===== config.mk =====
export PLATFORM = sky130hd
export DESIGN_NAME = apb_slave_responder
export DESIGN_NICKNAME = d
export VERILOG_FILES = /design/src/rtl/apb_pkg.sv /design/src/rtl/apb_regfile.sv /design/src/rtl/apb_slave_responder.sv
export SDC_FILE = /design/constraint.sdc
export NUM_CORES = 1
export LEC_CHECK = 0
export CAP_MARGIN = 20
export CORE_MARGIN = 8
export CORE_UTILIZATION = 50
export CTS_BUF_LIST = sky130_fd_sc_hd__clkbuf_8
export DETAILED_ROUTE_END_ITERATION = 8
export PLACE_DENSITY = 0.76
export SLEW_MARGIN = 20
export SYNTH_ARGS = -nofsm -noshare
export SYNTH_HDL_FRONTEND = slang
export SYNTH_SLANG_ARGS = --single-unit

===== constraint.sdc =====
create_clock -name hclk -period 3.2 [get_ports hclk]
set_clock_uncertainty 0.2 [all_clocks]
set_input_delay 0.64 -clock hclk [delete_from_list [all_inputs] [get_ports hclk]]
set_output_delay 0.64 -clock hclk [all_outputs]
set_load 0.03 [all_outputs]

===== src/rtl/apb_pkg.sv =====
// Shared types and constants for the APB responder and its register file.
package apb_pkg;

  typedef enum logic [0:0] {
    ST_IDLE   = 1'b0,
    ST_ACCESS = 1'b1
  } apb_state_e;

  // Bit positions in the error-cause vector; any set bit raises pslverr.
  localparam int ERR_MISALIGN = 0;
  localparam int ERR_RANGE    = 1;
  localparam int ERR_RO_WRITE = 2;
  localparam int ERR_W        = 3;

  localparam logic [31:0] DEFAULT_ID_VALUE = 32'hA5B0_0001;

  // Width of a register index for n words.
  function automatic int idx_width(input int n);
    return (n <= 1) ? 1 : $clog2(n);
  endfunction

endpackage


===== src/rtl/apb_regfile.sv =====
// Word register file with a completed-write counter and read-only overlays
// for the ID word (index 0) and the counter word (index NUM_REGS-1).
module apb_regfile
  import apb_pkg::*;
#(
  parameter int          NUM_REGS = 16,
  parameter int          IW       = 4,
  parameter logic [31:0] ID_VALUE = DEFAULT_ID_VALUE
) (
  input  logic          hclk,
  input  logic          hresetn,
  input  logic          wr_en,
  input  logic [IW-1:0] wr_idx,
  input  logic [31:0]   wr_data,
  input  logic [IW-1:0] rd_idx,
  output logic [31:0]   rd_data
);

  logic [31:0] regs [NUM_REGS];
  logic [31:0] wr_count;

  // Storage and write counter; the counter advances only on committed writes.
  always_ff @(posedge hclk or negedge hresetn) begin
    if (!hresetn) begin
      for (int i = 0; i < NUM_REGS; i++) regs[i] <= '0;
      wr_count <= '0;
    end else if (wr_en) begin
      regs[wr_idx] <= wr_data;
      wr_count     <= wr_count + 32'd1;
    end
  end

  // Combinational read with ID and counter overlays.
  always_comb begin
    rd_data = regs[rd_idx];
    if (rd_idx == '0)                  rd_data = ID_VALUE;
    else if (rd_idx == IW'(NUM_REGS-1)) rd_data = wr_count;
  end

endmodule


===== src/rtl/apb_slave_responder.sv =====
// APB3 peripheral responder: setup/access FSM with programmable wait states,
// address decode and error response in front of apb_regfile.
module apb_slave_responder
  import apb_pkg::*;
#(
  parameter int          NUM_REGS    = 16,
  parameter int          WAIT_STATES = 1,
  parameter logic [31:0] ID_VALUE    = DEFAULT_ID_VALUE
) (
  input  logic        hclk,
  input  logic        hresetn,
  input  logic        psel,
  input  logic        penable,
  input  logic        pwrite,
  input  logic [31:0] paddr,
  input  logic [31:0] pwdata,
  output logic [31:0] prdata,
  output logic        pready,
  output logic        pslverr
);

  localparam int         IW      = idx_width(NUM_REGS);
  localparam logic [3:0] WS_LOAD = 4'(WAIT_STATES);

  apb_state_e   state;
  logic [3:0]   wait_cnt;
  logic [9:0]   idx;
  logic [1:0]   lo_bits;
  logic         wr;
  logic [31:0]  wdata;
  logic [ERR_W-1:0] err_vec;
  logic         err;
  logic         we;
  logic [31:0]  rd_data;
  logic         unused_paddr;

  // Only paddr[11:0] is decoded.
  assign unused_paddr = ^paddr[31:12];

  // Setup latches the transfer; access phase counts down wait states and
  // returns to idle on completion or on a protocol abort.
  always_ff @(posedge hclk or negedge hresetn) begin
    if (!hresetn) begin
      state    <= ST_IDLE;
      wait_cnt <= '0;
      idx      <= '0;
      lo_bits  <= '0;
      wr       <= 1'b0;
      wdata    <= '0;
    end else begin
      case (state)
        ST_IDLE: begin
          if (psel && !penable) begin
            idx      <= paddr[11:2];
            lo_bits  <= paddr[1:0];
            wr       <= pwrite;
            wdata    <= pwdata;
            wait_cnt <= WS_LOAD;
            state    <= ST_ACCESS;
          end
        end
        ST_ACCESS: begin
          if (psel && penable) begin
            if (wait_cnt != '0) wait_cnt <= wait_cnt - 4'd1;
            else                state    <= ST_IDLE;
          end else begin
            state <= ST_IDLE;
          end
        end
        default: state <= ST_IDLE;
      endcase
    end
  end

  // Error decode on the latched transfer.
  always_comb begin
    err_vec               = '0;
    err_vec[ERR_MISALIGN] = (lo_bits != 2'b00);
    err_vec[ERR_RANGE]    = (idx >= 10'(NUM_REGS));
    err_vec[ERR_RO_WRITE] = wr && ((idx == 10'd0) || (idx == 10'(NUM_REGS-1)));
  end

  assign err     = |err_vec;
  assign pready  = (state == ST_ACCESS) && psel && penable && (wait_cnt == '0);
  assign pslverr = pready && err;
  assign we      = pready && wr && !err;
  assign prdata  = (pready && !wr && !err) ? rd_data : 32'd0;

  apb_regfile #(
    .NUM_REGS (NUM_REGS),
    .IW       (IW),
    .ID_VALUE (ID_VALUE)
  ) u_regfile (
    .hclk    (hclk),
    .hresetn (hresetn),
    .wr_en   (we),
    .wr_idx  (idx[IW-1:0]),
    .wr_data (wdata),
    .rd_idx  (idx[IW-1:0]),
    .rd_data (rd_data)
  );

endmodule


==> metrics.md, run 1 <==
| Metric | Value |
|---|---|
| Critical Path RT | `2.36 ns` |
| Sequential share of power | `48.1%` |
| Layout area overhead | `20.6%` |
| Final setup vio count | `33` |
| Worst IR drop on VDD | `0.314 mV` |
| Logic pwr share | `12.5%` |
| Synth Instances | `1878` |
| Die H | `242 um` |
| Setup TNS | `-14.04 ns` |
| Clock Latency Late Sink | `0.69 ns` |
| Slew headroom | `54.4%` |
| Post-synth top area cell | `dfrtp_1` |
| Crit end category | `output pin` |
| Max incr delay on CP | `0.47 ns` |
| Pre-CTS setup slack | `-0.483 ns` |
| First-pass GRT wire length | `104 mm` |
| Cell variety after synth | `51` |
| GR Layer Usage met1 | `29.6%` |
| Antenna-violating nets left | `0` |
| # H-tree levels | `3` |
| CP cell instances | `nor4_4 > buf_6 > nand4_1 > buf_6 > buf_6 > or3_4 > a31oi_4 > buf_6 > buf_12` |
| Fillers | `3666` |
| Post-Route WL | `66.1 mm` |
| Syn_nets | `1949` |
| All-Layer GR Usage | `22.3%` |
| Vias in the first global route | `17800` |
| FP Rows | `82` |
| Worst-margin pin slew | `0.685 ns` |
| Failing checks | `negative setup slack` |
| Placer Congestion | `0.868` |
| Sequential element share of the synthesized area | `55.2%` |
| Ys flop type | `dfrtp_1` |
| Synth Cell Area | `25500 um2` |
| Net count, final | `2105` |
| Clk root buf | `clkbuf_8` |
| Most used cell, CP | `buf_6` |
| Share of layout cells above drive strength 1 | `46.2%` |
| Via density | `5.95` |
| Die area | `58400 um2` |
| DRC Markers | `0` |
| Area of the multi-input gates | `11000 um2` |
| Drt first pass iters | `8` |
| Syn. warnings | `0` |
| Pwr per Cell Area | `519 nW/um2` |
| #FFs+latches synth | `562` |
| Arr. time, crit path | `2.88 ns` |
| FFs w/ async S/R, synth | `100%` |
| Worst min path class | `reg -> reg` |
| Setup ws final | `-0.524 ns` |
| Initial antenna violation count | `1` |
| Layer with the highest usage | `met2` |
| Static Leak | `14.7 nW` |
| First DRT Iteration DRCs | `1268` |
| Total CTS buffers | `93` |
| Drt wl/cell | `23.8 um` |
| Die W | `242 um` |
| Minimum clock period | `3.72 ns` |
| Hold Vio Cnt, Final | `0` |
| Core Region | `50200 um2` |
| Element type at the critical path start | `flip-flop` |
| Yosys top cell area share | `55.2%` |
| HPWL Detailed | `42.6 mm` |
| Synthesized area per cell | `13.6 um2` |
| Clk pwr share | `39.4%` |
| Post-layout util | `61.2%` |
| Largest net degree at the start of global routing | `73` |
| Maximum capacitance violations | `0` |
| Net switching power | `4.49 mW` |
| Met3 usage | `4.23%` |
| FF+latch area | `14100 um2` |
| Reg clk slew, reported paths | `0.06 ns` |
| GR Layer Usage met2 | `35.9%` |
| Outcome | `finished with violations` |
| Setup CP Type | `reg -> out` |
| Synth top area cells | `dfrtp_1 (55%), mux2_2 (22%), mux4_2 (4.4%)` |
| Final Max Tran Viols | `0` |
| Vias | `16500` |
| Total grt overflow | `0` |
| Peak Freq | `269 MHz` |
| Cell internal pwr | `11.4 mW` |
| Initial Util | `50.7%` |
| CP Max Fanout | `8` |
| CP max-delay cell | `or3_4` |
| Fin crit share | `116%` |
| CTS tree | `yes` |
| Clock Sinks | `562` |
| # IOs | `103` |
| RSZ-0062 raised after global routing | `yes` |
| Clk buf depth | `3` |
| EDFF count, synth | `0` |
| Hold_ws | `0.173 ns` |
| Switching Fraction | `28.2%` |
| IO Port Bufs | `82` |
==> cells in the mapped netlist (10+ instances only) <==
master and n:
buf_2 34, xnor2_1 10, nor2b_1 26, nor2_1 32, mux2_1 11, nand2_1 75
inv_1 10, o22ai_1 45, mux2i_1 76, dfrtp_1 562, clkbuf_1 117, mux4_2 50
o21ai_0 54, a21oi_1 64, nand3_1 18, xor2_1 22, buf_1 23, a22oi_1 31
mux2_2 501, nand4_1 11
==> per-layer routing <==
layer	vias to the layer above	routed length, um	part of all wire (%)
met5	-	0	0
met2	562	32100	49
met4	0	2160	3.3
met3	156	3860	5.8
li1	7138	-	-
met1	8648	28000	42
==> power by group through the flow <==
stage / clock (mW) / sequential [mW] / combinational (mW)
4_1_cts: 6.39 / 7.65 / 1.92
2_1_floorplan: 0 / 7.47 / 1.19
3_3_place_gp: 0 / 7.76 / 1.84
6_report: 6.28 / 7.66 / 1.99
3_5_place_dp: 0 / 7.79 / 1.86
5_1_grt: 6.71 / 7.69 / 2.12
==> registers in the layout, indices dropped and copies added, names as in the netlist <==
name and count:
wdata 32, u_regfile.regs 480, u_regfile.wr_count 32, idx 10, lo_bits 2, state 1
wr 1, wait_cnt 4
==> cell families (layout without fill, tap and decap cells) <==
family / Yosys count / in the layout / share of synthesized area, %
AND/OR/NAND/NOR: 223 / 223 / 4.82
flip-flops: 562 / 562 / 55.2
AO/OA/AOI/OAI: 227 / 227 / 5.39
other: 0 / 1 / 0
adder cells (fa/ha/maj): 2 / 2 / 0.0983
buffers and inverters: 194 / 416 / 3.28
multiplexers: 638 / 638 / 30.1
XOR/XNOR: 32 / 32 / 1.10
==> per-stage QoR <==
step                power, mW  instance area, um2  std cells
floorplan                8.66               25500       1878
global placement         9.60               28200       2595
detailed placement       9.65               28200       2595
CTS                      16.0               30300       2761
global route             16.5               30700       2773
finish                   15.9               30700       2773
==> worst paths after layout <==
check                      slack [ns]  cells past startpoint                              end                       startpoint
setup / recovery                -0.52                      9                       prdata[20]               idx[7]$_DFFE_PN0P_
hold / removal                   0.17                      0  u_regfile.regs[490]$_DFFE_PN0P_  u_regfile.regs[490]$_DFFE_PN0P_
setup reg to reg                 0.15                     11  u_regfile.regs[446]$_DFFE_PN0P_               idx[7]$_DFFE_PN0P_
hold reg to reg                  0.17                      0  u_regfile.regs[490]$_DFFE_PN0P_  u_regfile.regs[490]$_DFFE_PN0P_
max in group asynchronous        1.59                      3  u_regfile.regs[481]$_DFFE_PN0P_                          hresetn
min in group asynchronous        0.35                      2   u_regfile.regs[71]$_DFFE_PN0P_                          hresetn
==> what timing repair did <==
| action | 4_1_cts | 5_1_grt |
|---|---|---|
| gates cloned | 0 | 1 |
| setup endpoints to repair | 33 | 33 |
| endpoints found under the hold margin | 57 | 0 |
| setup buffers | 4 | 12 |
| hold buffers | 1 | 0 |
| pin swaps | 5 | 2 |
| gates resized for setup | 47 | 62 |
==> layout by cell type (no fill, tap or decap), types with 15 or more instances in the layout <==
cell type	n
dfrtp_1	559
mux2_2	501
inv_1	39
clkbuf_8	122
a21oi_1	43
mux2i_1	76
o22ai_1	45
clkdlybuf4s50_1	47
o21ai_0	38
nand3_1	15
buf_12	64
mux4_2	50
nor2_1	26
nor2b_1	23
a22oi_1	30
xor2_1	22
a21oi_2	19
buf_4	118
nand2_1	73
==> area by class of cell <==
class	count	share of cell area [%]
flip-flops and latches	562	45.8
diodes	1	0.00815
clock buffers	122	5.47
well taps	672	2.74
clock inverters	39	0.636
repair buffers	245	9.24
inverters	10	0.122
multi-input cells	1122	35.9
==> worst max-delay path, delay by kind of cell, from the launching register on <==
kind | cells | cell delay (ns)
flip-flops | 1 | 0.40
buffers and inverters | 5 | 0.69
AO/OA/AOI/OAI | 1 | 0.21
AND/OR/NAND/NOR | 3 | 0.89
(Power assumes the default switching activity.)
==> inputs of run 2 (changes only) <==
- CORE_ASPECT_RATIO: not set -> 1.75
==> metrics.md, run 2 (synthesis gave the netlist of run 1 again) <==
| Metric | Value |
|---|---|
| Setup CP Type | `reg -> out` |
| Slew headroom | `58.6% (+4.2 points)` |
| Commonest non-fill, non-tap cell in the layout | `dfrtp_1` |
| Worst-margin pin slew | `0.622 ns (-0.0628 ns)` |
| Clk buf depth | `3 (unchanged)` |
| Biggest register | `u_regfile.regs` |
| Most frequent cells in the layout | `dfrtp_1 (558), mux2_2 (501), buf_4 (114)` |
| Clock Latency Late Sink | `0.65 ns (-0.04 ns)` |
| Final setup vio count | `32 (-3.0%)` |
| Clock Sinks | `562 (unchanged)` |
| Layout area overhead | `19.4%` |
| # IOs | `103 (unchanged)` |
| First-pass GRT wire length | `104 mm (about the same)` |
| Initial Util | `50.4% (-0.29 points)` |
| Setup ws final | `-0.467 ns (+0.0564 ns)` |
| Placed Cells | `2569 (-1.0%)` |
| Die W | `187 um (-23%)` |
| Peak Freq | `273 MHz (+1.5%)` |
| Initial antenna violation count | `1 (unchanged)` |
| Pre-CTS setup slack | `-0.474 ns (+0.00968 ns)` |
| Reg clk slew, reported paths | `0.06 ns (about the same)` |
| Core Region | `50500 um2 (+0.58%)` |
| # H-tree levels | `3 (unchanged)` |
| Final cell count without fillers | `2738 (-1.3%)` |
| Static Leak | `14.5 nW (-1.2%)` |
| Die H | `314 um (+30%)` |
| Post-Route WL | `65.8 mm (-0.43%)` |
| Total CTS buffers | `80 (-14%)` |
| Minimum clock period | `3.67 ns (-0.0564 ns)` |
| Hold path start | `u_regfile.regs[485]$_DFFE_PN0P_` |
| Vias | `16300 (-1.0%)` |
| Antenna-violating nets left | `0 (unchanged)` |
| First DRT Iteration DRCs | `1251 (-1.3%)` |
| All-Layer GR Usage | `22.5% (+0.18 points)` |
| Element type at the critical path start | `flip-flop` |
| Clk root buf | `clkbuf_8` |
| Final Max Tran Viols | `0 (unchanged)` |
| Drt first pass iters | `5 (-3)` |
| Biggest regs | `u_regfile.regs: 480 flops, u_regfile.wr_count: 32 flops, wdata: 32 flops` |
| FP Rows | `109 (+33%)` |
| Largest net degree at the start of global routing | `106 (+45%)` |
| CTS tree | `yes` |
| Critical Path RT | `2.36 ns (about the same)` |
| CP Max Fanout | `6 (-2)` |
| Pwr per Cell Area | `499 nW/um2 (-3.9%)` |
| Total grt overflow | `0 (unchanged)` |
| HPWL Detailed | `42.0 mm (-1.4%)` |
| Net count, final | `2090 (-0.71%)` |
| DRC Markers | `0 (unchanged)` |
| Total Power | `15.2 mW (-4.8%)` |
| Maximum capacitance violations | `0 (unchanged)` |
| Drt wl/cell | `24.0 um (+0.84%)` |
| Failing checks | `negative setup slack` |
| Reg-to-Reg Start | `wait_cnt[0]$_DFFE_PN0P_` |
| Die area | `58700 um2 (+0.49%)` |
| Worst IR drop on VDD | `0.272 mV (-13%)` |
| Crit end category | `output pin` |
| Crit. Startpoint | `wait_cnt[0]$_DFFE_PN0P_` |
| Hold Vio Cnt, Final | `0 (unchanged)` |
| Vias in the first global route | `18100 (+2.0%)` |
| Fin crit share | `115% (-1.8 points)` |
| RSZ-0062 raised after global routing | `yes` |
| Arr. time, crit path | `2.83 ns (-0.05 ns)` |
| Via density | `5.97 (+0.26%)` |
| Placer Congestion | `0.832 (-4.1%)` |
| Worst min path class | `reg -> reg` |
| Share of layout cells above drive strength 1 | `46.2% (-0.077 points)` |
| IO Port Bufs | `82 (unchanged)` |
| Max FFs per register | `480 (unchanged)` |
| Outcome | `finished with violations` |
==> run 2: power by group <==
| group | internal, mW | switching [mW] | total (mW) |
|---|---|---|---|
| clock network | 2.72 | 2.67 | 5.39 |
| registers | 7.24 | 0.417 | 7.66 |
| logic | 0.902 | 1.21 | 2.11 |
==> run 2: routing by layer <==
layer	wire length (um)	vias up	track usage [%]	share of wire, %
met2	34500	519	39.5	52
met1	25100	8566	25.8	38
met3	2920	187	3.57	4.4
li1	-	7066	-	-
met5	0	-	0	0
met4	3240	0	13.1	4.9
==> run 2: per-stage QoR <==
stage / TNS [ns] / cell area [um2] / hold slack, ns / utilization (%)
floorplan: 0 / 25500 / 0.144 / -
global placement: -18.78 / 28100 / 0.160 / 55.7
detailed placement: -19.22 / 28100 / 0.163 / 55.7
CTS: -12.63 / 30200 / 0.177 / 59.9
global route: -16.15 / 30400 / 0.184 / 60.2
finish: -12.64 / 30400 / 0.173 / 60.2
==> run 2: path summary, 6_finish.rpt <==
path | to | slack (ns) | cells after the start
setup / recovery | prdata[8] | -0.47 | 11
setup reg to reg | u_regfile.regs[431]$_DFFE_PN0P_ | 0.27 | 11
max in group asynchronous | u_regfile.regs[419]$_DFFE_PN0P_ | 1.54 | 3
hold reg to reg | u_regfile.regs[485]$_DFFE_PN0P_ | 0.17 | 0
hold / removal | u_regfile.regs[485]$_DFFE_PN0P_ | 0.17 | 0
min in group asynchronous | wdata[27]$_DFFE_PN0P_ | 0.31 | 2
==> run 2: worst max-delay path: stages (launching register included) <==
cell      delay (ns)
dfrtp_1         0.42
inv_2           0.10
ha_4            0.14
and4b_4         0.23
nand4_1         0.09
buf_4           0.18
nor4_4          0.14
buf_6           0.24
o221ai_2        0.12
a311oi_2        0.20
buf_4           0.19
buf_12          0.12
==> run 2: area by class of cell <==
type | count | area [um2]
fillers | 3832 | 20100
flip-flops and latches | 562 | 14100
multi-input cells | 1122 | 11100
repair buffers | 243 | 2890
clock buffers | 97 | 1340
well taps | 666 | 833
clock inverters | 37 | 156
inverters | 10 | 37.5
diodes | 1 | 2.50
==> run 2: timing repair <==
action,in CTS,in global routing
setup buffers,23,7
endpoints found under the hold margin,45,0
resized for setup,101,27
hold buffers,1,0
endpoints found under the setup margin,33,33
pin swaps,7,4
gates cloned,2,1
==> inputs of run 3 (changes only) <==
- CORE_UTILIZATION: 50 -> 60
- PLACE_DENSITY: 0.76 -> 0.87
==> metrics.md, run 3 (synthesis gave the netlist of run 1 again) <==
| Metric | Value |
|---|---|
| Minimum clock period | `3.68 ns (+0.0137 ns)` |
| CP cell instances | `buf_12 > buf_16 > mux2_2 > a222oi_1 > a31oi_4 > buf_12` |
| Total CTS buffers | `79 (-1.3%)` |
| Vias in the first global route | `18800 (+3.6%)` |
| Die W | `172 um (-8.0%)` |
| Arr. time, crit path | `2.84 ns (about the same)` |
| First DRT Iteration DRCs | `1473 (+18%)` |
| Failing checks | `negative setup slack` |
| Worst min path class | `reg -> reg` |
| Core Region | `42200 um2 (-16%)` |
| Final cell count without fillers | `2635 (-3.8%)` |
| All-Layer GR Usage | `28.1% (+5.6 points)` |
| Die area | `49500 um2 (-16%)` |
| IO Port Bufs | `82 (unchanged)` |
| Net count, final | `2084 (-0.29%)` |
| Slew headroom | `45.5% (-13 points)` |
| Layout area overhead | `19.6%` |
| Critical Path RT | `2.36 ns (about the same)` |
| Fin crit share | `115% (+0.43 points)` |
| Initial antenna violation count | `1 (unchanged)` |
| Vias | `17000 (+4.2%)` |
| # IOs | `103 (unchanged)` |
| Crit end category | `output pin` |
| CTS tree | `yes` |
| Total grt overflow | `0 (unchanged)` |
| Cell family with most CP delay | `compound AO/OA/AOI/OAI gates` |
| HPWL Detailed | `42.1 mm (+0.44%)` |
| Clk root buf | `clkbuf_8` |
| CP max-delay cell | `a222oi_1` |
| Hold Vio Cnt, Final | `0 (unchanged)` |
| Final setup vio count | `33 (+3.1%)` |
| RSZ-0062 raised after global routing | `yes` |
| Placer Congestion | `0.877 (+5.4%)` |
| Commonest non-fill, non-tap cell in the layout | `dfrtp_1` |
| # H-tree levels | `3 (unchanged)` |
| Biggest register | `u_regfile.regs` |
| Drt first pass iters | `7 (+2)` |
| DRC Markers | `0 (unchanged)` |
| Most used cell, CP | `buf_12` |
| Reg clk slew, reported paths | `0.07 ns (about the same)` |
| Setup ws final | `-0.481 ns (-0.0137 ns)` |
| Antenna-violating nets left | `0 (unchanged)` |
| Pwr per Cell Area | `513 nW/um2 (+2.8%)` |
| Worst IR drop on VDD | `0.403 mV (+48%)` |
| Placed Cells | `2468 (-3.9%)` |
| Static Leak | `14.6 nW (+0.33%)` |
| Clk buf depth | `3 (unchanged)` |
| Peak Freq | `272 MHz (-0.37%)` |
| Setup CP Type | `reg -> out` |
| Biggest regs | `u_regfile.regs: 480 flops, u_regfile.wr_count: 32 flops, wdata: 32 flops` |
| Worst-margin pin slew | `0.818 ns (+0.196 ns)` |
| CP Max Fanout | `7 (+1)` |
| Outcome | `finished with violations` |
| Largest net degree at the start of global routing | `95 (-10%)` |
| Die H | `288 um (-8.3%)` |
| Share of layout cells above drive strength 1 | `46.6% (+0.44 points)` |
| Post-Route WL | `68.8 mm (+4.5%)` |
| Max incr delay on CP | `0.69 ns (+0.27 ns)` |
| FP Rows | `100 (-8.3%)` |
| First-pass GRT wire length | `106 mm (+2.3%)` |
| Drt wl/cell | `26.1 um (+8.6%)` |
| Clock Sinks | `562 (unchanged)` |
| Crit path buf inv count | `3 (-2)` |
| Via density | `6.46 (+8.3%)` |
| Element type at the critical path start | `flip-flop` |
| Initial Util | `60.4% (+9.9 points)` |
| Maximum capacitance violations | `0 (unchanged)` |
| Final Max Tran Viols | `0 (unchanged)` |
| Max FFs per register | `480 (unchanged)` |
| Setup TNS | `-12.22 ns (+0.414 ns)` |
| Most frequent cells in the layout | `dfrtp_1 (558), mux2_2 (500), buf_4 (108)` |
| Clock Latency Late Sink | `0.67 ns (+0.02 ns)` |
| Hold_ws | `0.175 ns (+0.00235 ns)` |
| Total Power | `15.6 mW (+2.9%)` |
## run 3: metal layers
metal / share of wire [%] / global-route usage [%] / wire length, um
met2: 52 / 48.1 / 35900
met3: 6.4 / 4.84 / 4390
met1: 35 / 32.1 / 24400
met5: 0 / 0 / 0
met4: 5.9 / 17.7 / 4080
## run 3: where the power goes
group          switching, mW  leakage, nW  internal, mW
Clock                   2.72        0.930          3.09
Combinational           1.24         5.90         0.900
Sequential             0.419         7.73          7.24
Total                   4.38         14.6          11.2
## run 3: path summary, 6_finish.rpt
check,cells past startpoint,start,slack (ns),end
worst max register to register,10,idx[1]$_DFFE_PN0P_,0.12,u_regfile.wr_count[17]$_DFFE_PN0P_
max in group asynchronous,3,hresetn,1.43,idx[3]$_DFFE_PN0P_
worst max-delay path,6,idx[1]$_DFFE_PN0P_,-0.48,prdata[21]
worst min register to register,0,u_regfile.regs[487]$_DFFE_PN0P_,0.18,u_regfile.regs[487]$_DFFE_PN0P_
min in group asynchronous,2,hresetn,0.33,u_regfile.regs[345]$_DFFE_PN0P_
worst min-delay path,0,u_regfile.regs[487]$_DFFE_PN0P_,0.18,u_regfile.regs[487]$_DFFE_PN0P_
## run 3: cell type report
class / instances / area [um2]
clock buffers: 105 / 1450
diodes: 1 / 2.50
multi-input cells: 1122 / 11100
clock inverters: 36 / 214
flip-flops and latches: 562 / 14100
repair buffers: 238 / 2860
well taps: 561 / 702
inverters: 10 / 37.5
fillers: 2451 / 11700
## run 3: timing repair
action                                 4_1_cts  5_1_grt
gates resized for setup                    109       27
hold buffers                                 1        0
setup endpoints to repair                   33       34
pin swaps                                   18        4
endpoints found under the hold margin       50        0
setup buffers                               18        7
gates cloned                                 2        1
## run 3: stage by stage
stage               instance area, um2  worst slack [ns]  utilization [%]
floorplan                        25500            0.0339                -
global placement                 28000            -0.431             66.3
detailed placement               28000            -0.414             66.3
CTS                              30200            -0.423             71.6
global route                     30400            -0.537             72.2
finish                           30400            -0.481             72.2
## run 3: worst register-to-register path, delay by kind of cell, from the launching register on
family        cells  cell delay, ns
buf+inv           5            1.02
xor+xnor          1            0.18
flops             1            0.56
simple gates      4            1.06
